**src/rtl/instr_fetch.sv**
```systemverilog
// Instruction fetch front-end: PC sequencing, single-outstanding word reads, buffered instruction stream.
// Latency: MemAck in cycle N -> InstValid in N+1; one idle bubble between fetches.
// Backpressure: InstReady low fills the buffer, then new requests stall until an entry frees.
module fifo #(
    parameter int WIDTH = 64,
    parameter int DEPTH = 2
) (
    input  logic             clk,
    input  logic             rstN,
    input  logic             flush,
    input  logic             push,
    input  logic [WIDTH-1:0] pushDat,
    input  logic             pop,
    output logic             notEmpty,
    output logic             full,
    output logic [WIDTH-1:0] headDat
);
    localparam int AW = (DEPTH > 1) ? $clog2(DEPTH) : 1;

    logic [WIDTH-1:0] mem [DEPTH];
    logic [AW-1:0]    wrPtr;
    logic [AW-1:0]    rdPtr;
    logic [AW:0]      count;

    assign notEmpty = (count != '0);
    assign full     = (count == (AW+1)'(DEPTH));
    assign headDat  = mem[rdPtr];

    always_ff @(posedge clk or negedge rstN) begin
        if (!rstN) begin
            wrPtr <= '0;
            rdPtr <= '0;
            count <= '0;
        end else if (flush) begin
            wrPtr <= '0;
            rdPtr <= '0;
            count <= '0;
        end else begin
            if (push) wrPtr <= wrPtr + AW'(1);
            if (pop)  rdPtr <= rdPtr + AW'(1);
            case ({push, pop})
                2'b10:   count <= count + (AW+1)'(1);
                2'b01:   count <= count - (AW+1)'(1);
                default: count <= count;
            endcase
        end
    end

    // Storage is cleared on reset so the head reads as zero until the first push.
    always_ff @(posedge clk or negedge rstN) begin
        if (!rstN) begin
            for (int i = 0; i < DEPTH; i++) mem[i] <= '0;
        end else if (push && !flush) begin
            mem[wrPtr] <= pushDat;
        end
    end
endmodule

module instr_fetch #(
    parameter logic [31:0] RESET_PC = 32'h00000000,
    parameter int          DEPTH    = 2
) (
    input  logic        Clk,
    input  logic        RstN,
    input  logic        En,
    output logic        MemReq,
    output logic [31:0] MemAddr,
    input  logic        MemAck,
    input  logic [31:0] MemRdata,
    output logic        InstValid,
    output logic [31:0] DataInst,
    output logic [31:0] InstPc,
    input  logic        InstReady,
    input  logic        Redirect,
    input  logic [31:0] RedirectPc
);
    typedef enum logic [1:0] {IDLE, REQ, DISCARD} state_t;

    state_t      state;
    logic [31:0] fetchPc;
    logic [63:0] headDat;
    logic        bufFull;
    logic        bufNotEmpty;
    logic        pushEn;
    logic        popEn;

    // Redirect wins over any same-cycle push or pop.
    assign pushEn = (state == REQ) && MemAck && !Redirect;
    assign popEn  = bufNotEmpty && InstReady && !Redirect;

    fifo #(.WIDTH(64), .DEPTH(DEPTH)) instBuf (
        .clk      (Clk),
        .rstN     (RstN),
        .flush    (Redirect),
        .push     (pushEn),
        .pushDat  ({fetchPc, MemRdata}),
        .pop      (popEn),
        .notEmpty (bufNotEmpty),
        .full     (bufFull),
        .headDat  (headDat)
    );

    assign InstValid          = bufNotEmpty;
    assign {InstPc, DataInst} = headDat;

    always_ff @(posedge Clk or negedge RstN) begin
        if (!RstN) begin
            state   <= IDLE;
            MemReq  <= 1'b0;
            MemAddr <= RESET_PC;
            fetchPc <= RESET_PC;
        end else if (Redirect) begin
            fetchPc <= RedirectPc & ~32'h3;
            case (state)
                IDLE: state <= IDLE;
                REQ, DISCARD: begin
                    // An outstanding read must still be retired; its data is dropped.
                    if (MemAck) begin
                        state  <= IDLE;
                        MemReq <= 1'b0;
                    end else begin
                        state <= DISCARD;
                    end
                end
                default: begin
                    state  <= IDLE;
                    MemReq <= 1'b0;
                end
            endcase
        end else begin
            case (state)
                IDLE: begin
                    if (En && !bufFull) begin
                        state   <= REQ;
                        MemReq  <= 1'b1;
                        MemAddr <= fetchPc;
                    end
                end
                REQ: begin
                    if (MemAck) begin
                        state   <= IDLE;
                        MemReq  <= 1'b0;
                        fetchPc <= fetchPc + 32'd4;
                    end
                end
                DISCARD: begin
                    if (MemAck) begin
                        state  <= IDLE;
                        MemReq <= 1'b0;
                    end
                end
                default: begin
                    state  <= IDLE;
                    MemReq <= 1'b0;
                end
            endcase
        end
    end
endmodule

```
**config.mk**
```make
export PLATFORM = sky130hd
export DESIGN_NAME = instr_fetch
export DESIGN_NICKNAME = d
export VERILOG_FILES = /design/src/rtl/instr_fetch.sv
export SDC_FILE = /design/constraint.sdc
export NUM_CORES = 1
export LEC_CHECK = 0
export ABC_AREA = 1
export CORE_MARGIN = 5
export CORE_UTILIZATION = 57
export DETAILED_ROUTE_END_ITERATION = 7
export GPL_TIMING_DRIVEN = 0
export MAX_ROUTING_LAYER = met4
export PLACE_DENSITY = 0.86
export SLEW_MARGIN = 20
export SYNTH_ARGS = -nofsm -noshare
export SYNTH_HDL_FRONTEND = slang
export SYNTH_SLANG_ARGS = --single-unit
```
**constraint.sdc**
```tcl
create_clock -name Clk -period 3.85 [get_ports Clk]
set_clock_uncertainty 0.2 [all_clocks]
set_input_delay 1.155 -clock Clk [delete_from_list [all_inputs] [get_ports Clk]]
set_output_delay 1.155 -clock Clk [all_outputs]
set_load 0.01 [all_outputs]
```
Word level (Yosys, flattened, before mapping)
Index checks and enable logic that the tools add are counted.

storage, ports and cells
  bits in registers = 199
  input port bits = 70
  output and inout bits = 98
  word-level logic and storage cells = 76

operators by class
  $add $sub $neg = 5
  order comparisons = 3
  eq/ne operators = 9
  muxes and demuxes = 26
  bitwise logic cells = 3
  reductions and logical operators = 21

operators with widths
  operator                                                                count
  64-bit 2-to-1 mux                                                       4
  128-bit bitwise mux                                                     1
  32-bit 2-to-1 mux                                                       3
  64-bit demux with 1-bit select                                          1
  32-bit by 3-bit adder with 32-bit output (second input constant)        1
  2-bit 2-to-1 mux                                                        6
  2-bit nonzero test                                                      5
  2-bit case mux with 2 select lines                                      2
  1-bit logical AND                                                       7
  1-bit 2-to-1 mux                                                        7
  2-bit equality test (second input constant)                             3
  2-bit AND reduction                                                     3
  2-bit by 1-bit equality test with 1-bit output (second input constant)  2
  2-bit >= comparator (second input constant)                             2
  2-bit != test (second input constant)                                   2
  1-bit NOT with 2-bit output                                             2
  1-bit case mux with 2 select lines                                      2
  3-bit by 1-bit != test with 1-bit output (second input constant)        1
  3-bit != test (second input constant)                                   1
  3-bit AND reduction                                                     1
  3-bit nonzero test                                                      1
  1-bit adder (second input constant)                                     2
  2-bit by 1-bit adder with 2-bit output (second input constant)          1
  1-bit zero test                                                         2
  5 further kinds                                                         5

Depth between registers and ports, before layout
  depth after elaboration = 6
  mapped depth = 11
  mapped depth without buffers = 10

Modules after synthesis
From an unflattened synthesis, not the netlist that was laid out.

unflattened totals
  cells, all modules = 1,047
  area total of the unflattened synthesis = 9,290.2 sq um

modules (own cells, without submodules)
  module       instances  cells an instance  area an instance (sq um)  seq. area each (sq um)
  fifo         1          578                5,774.3                   3,303.2
  instr_fetch  1          469                3,515.9                   1,576.5

Least setup slack after synthesis
OpenSTA, ideal clock, no wires.

  kind = reg-to-output
  from = reg instBuf.rdPtr
  to = out DataInst[13]
  arrival = 1,083 ps
  data required time = 2,495 ps
  slack = 1,412 ps
  cell stages (with the launch flop) = 6
  path buffers = 2
  cell sequence = dfrtp_1 > clkbuf_1 > inv_2 > clkbuf_1 > nand2_1 > nand2_1

between the ends
  longest elaborated chain between the ends = 4

RTL lines
  item                                                   RTL line  RTL
  start, declared                                        22        logic [AW-1:0] rdPtr;
  start signal, assigned                                 40        if (pop) rdPtr <= rdPtr + AW'(1);
  1-bit NOT with 2-bit output (not written as such)      27        assign headDat = mem[rdPtr];
  64-bit 2-to-1 mux (not written as such) (3 in series)  27
  end, declared                                          71        output logic [31:0] DataInst,

Every way passes these cells. The select of a mux whose other input is x is not followed.

Final worst setup path
  from = reg instBuf.rdPtr
  to = out DataInst[14]

Same word-level chain as after synthesis.

==> out/results.ini <==
[status]
outcome = completed

[worst_setup_path]
cp_data_required_time_ns = 2.49
cp-end-kind = output pin
r2r-start = state[0]
critical_path.max_fanout = 10
crit_type = reg2out
cp.arrival_ns = 2.37
critPathLaunch = instBuf.rdPtr
start_kind = flip-flop

[clocking]
clkLatencyLatePin_ns = 0.44
cts_buffer_depth = 2
cts_max_level = 4
numCtsBuffers = 17
clk_pin_slew_ns = 0.07
cts_root_buffer = clkbuf_16
numClockSinks = 191
cts_hold_buf = 0
tritoncts = done
postCtsSetupRepairBufs = 0

[routing]
first_pass_iters = 5
drtIter0Drc = 788
antenna_left = 0
vias_per_cell = 5.339
drc_errors = 0
wl_per_cell_um = 16.05
num_vias = 8473
totalWireLength_um = 25470

[synthesis]
ys.flop_type = dfrtp_1
ys_ff_latch = 191
ys_top_cells_by_area = dfrtp_1 (53%), nand2_1 (21%), o21ai_0 (8.8%)
ys_types = 32
netlist_area_mm2 = 0.009090
netlist.area_leader.share_pct = 52.58
ys_seq_area_share_pct = 52.58
syn_inst = 1175
syn_area_per_cell_um2 = 7.736
async_reset_ff_share_pct = 100.0
synth_top_cell_by_area = dfrtp_1
synth_edf_count = 0
ys_warn_count = 0

[global_route]
grt_max_degree = 105
grt-ovfl-total = 0
grt_pass1_vias = 8251
grt_usage_pct = 29.33
grt_pass1_wl_um = 41320
antenna_found_initial = 0

[sta]
finalHoldViolations = 0
slew_headroom_pct = 54.34
fin_tns_setup_ns = 0
fin_hold_ws_ns = 0.2831
clock.fmax_ghz = 0.2681
layout_min_cycle_time_ns = 3.730
finalWorstSetupSlack_ns = 0.1202
rsz0062_at_grt = no
finalSetupViolCount = 0
max_slew.worst_pin.slew_ns = 0.6848
fin_crit_sh_pct = 96.88
slew_violations = 0

[power_and_ir_drop]
ir_drop_v = 0.0003811
p_leak_nw = 5.774
power.density_mw_per_mm2 = 693.9
power_mw = 8.143

[run]
drv_cap = 0

[layout]
final_nets = 1432
mostFrequentLayoutCells = nand2_1 (510), dfrtp_1 (191), o21ai_0 (159), clkdlybuf4s50_1 (159), inv_1 (102)
areaGrowthSynthToFinish_pct = 29.11
antenna-diode-count = 0
final_common_cell = nand2_1
fillers = 1181
drive_gt1_share_pct = 6.783
postLayoutCoreUtil_pct = 74.42

[hold_path]
hold_class = reg2reg
worstHoldStart = instBuf.mem[44]

[floorplan]
fp.dieArea_mm2 = 0.01857
core_area_mm2 = 0.01577
initial_utilization_pct = 57.64
rows = 46
die_y_um = 136.3
ios = 168
die_w_um = 136.3

[placed_design]
dp_hpwl_um = 18150
place.gp.congestion = 0.9743
dp_slack_ns = 0.4800
io_buffers = 160

[where the power goes]
group	internal [mW]	total, mW	switching, mW
registers	2.70	3.13	0.421
logic	1.39	2.90	1.51
clock network	1.37	2.12	0.749
total	5.47	8.14	2.68
[kinds of logic (layout without fill, tap and decap cells)]
| kind of cell | Yosys count | after routing | synth area share [%] |
|---|---|---|---|
| simple gates | 610 | 610 | 26.62 |
| compound gates | 200 | 200 | 11.41 |
| flops | 191 | 191 | 52.58 |
| buf+inv | 164 | 357 | 8.314 |
| xor+xnor | 5 | 5 | 0.4817 |
| fa+ha+maj | 4 | 4 | 0.5506 |
| other cells | 1 | 4 | 0.04125 |
[state kept, by name (all words and copies together), names as in the netlist]
signal	cells
instBuf.mem	124
MemAddr	30
fetchPc	30
instBuf.count	2
state	2
MemReq	1
instBuf.rdPtr	1
instBuf.wrPtr	1
[layout make-up]
| class | instances | area (um^2) | share of cell area, % |
|---|---|---|---|
| multi-input cells | 823 | 3566 | 30.38 |
| well taps | 216 | 270.3 | 2.303 |
| plain buffers | 58 | 356.6 | 3.038 |
| repair buffers | 161 | 1634 | 13.92 |
| clock inverters | 10 | 227.7 | 1.940 |
| clock buffers | 22 | 494.2 | 4.211 |
| inverters | 106 | 407.9 | 3.475 |
| flip-flops and latches | 191 | 4780 | 40.72 |
[critical path, cell delays in order (launching register included)]
cell and delay [ns]:
dfrtp_1 0.34, clkbuf_1 0.36, clkbuf_1 0.46, nand2_1 0.11, nand2_1 0.12, clkdlybuf4s50_1 0.54
[final timing paths]
check / end / slack [ns] / cells after the start
setup reg to reg: MemAddr[9] / 1.71 / 8
max in group asynchronous: fetchPc[23] / 1.98 / 2
setup / recovery: DataInst[14] / 0.12 / 5
hold reg to reg: instBuf.mem[44] / 0.28 / 2
min in group asynchronous: instBuf.mem[90] / 0.50 / 1
hold / removal: instBuf.mem[44] / 0.28 / 2
[synthesized netlist by cell type, types with 4 or more instances]
cell type	count
nand2_1	510
dfrtp_1	191
o21ai_0	159
inv_1	102
nor2_1	47
nand3_1	33
clkbuf_1	30
o21ai_1	22
buf_6	13
buf_2	8
nor2_2	7
buf_4	6
a21oi_1	5
ha_1	4
nor2_4	4
xor2_1	4
[metrics by stage]
stage / cell area, um^2 / instances
after floorplan: 9101 / 1178
after global placement: 10970 / 1554
after detailed placement: 11010 / 1555
after CTS: 11730 / 1587
after global routing: 11740 / 1587
final: 11740 / 1587
[repair_timing]
| item | CTS | global route |
|---|---|---|
| gates resized for setup | 1 | 11 |
| hold endpoints to repair | 0 | 0 |
| endpoints found under the setup margin | 3 | 51 |
[routing by layer]
| metal | vias up | global-route usage [%] | share of wire (%) |
|---|---|---|---|
| li1 | 4022 | - | - |
| met1 | 3990 | 38.06 | 41 |
| met2 | 401 | 46.97 | 49 |
| met3 | 60 | 5.292 | 7.7 |
| met4 | 0 | 9.854 | 2.7 |
| met5 | - | - | 0 |
No activity file was read; power rests on OpenSTA's default activity.
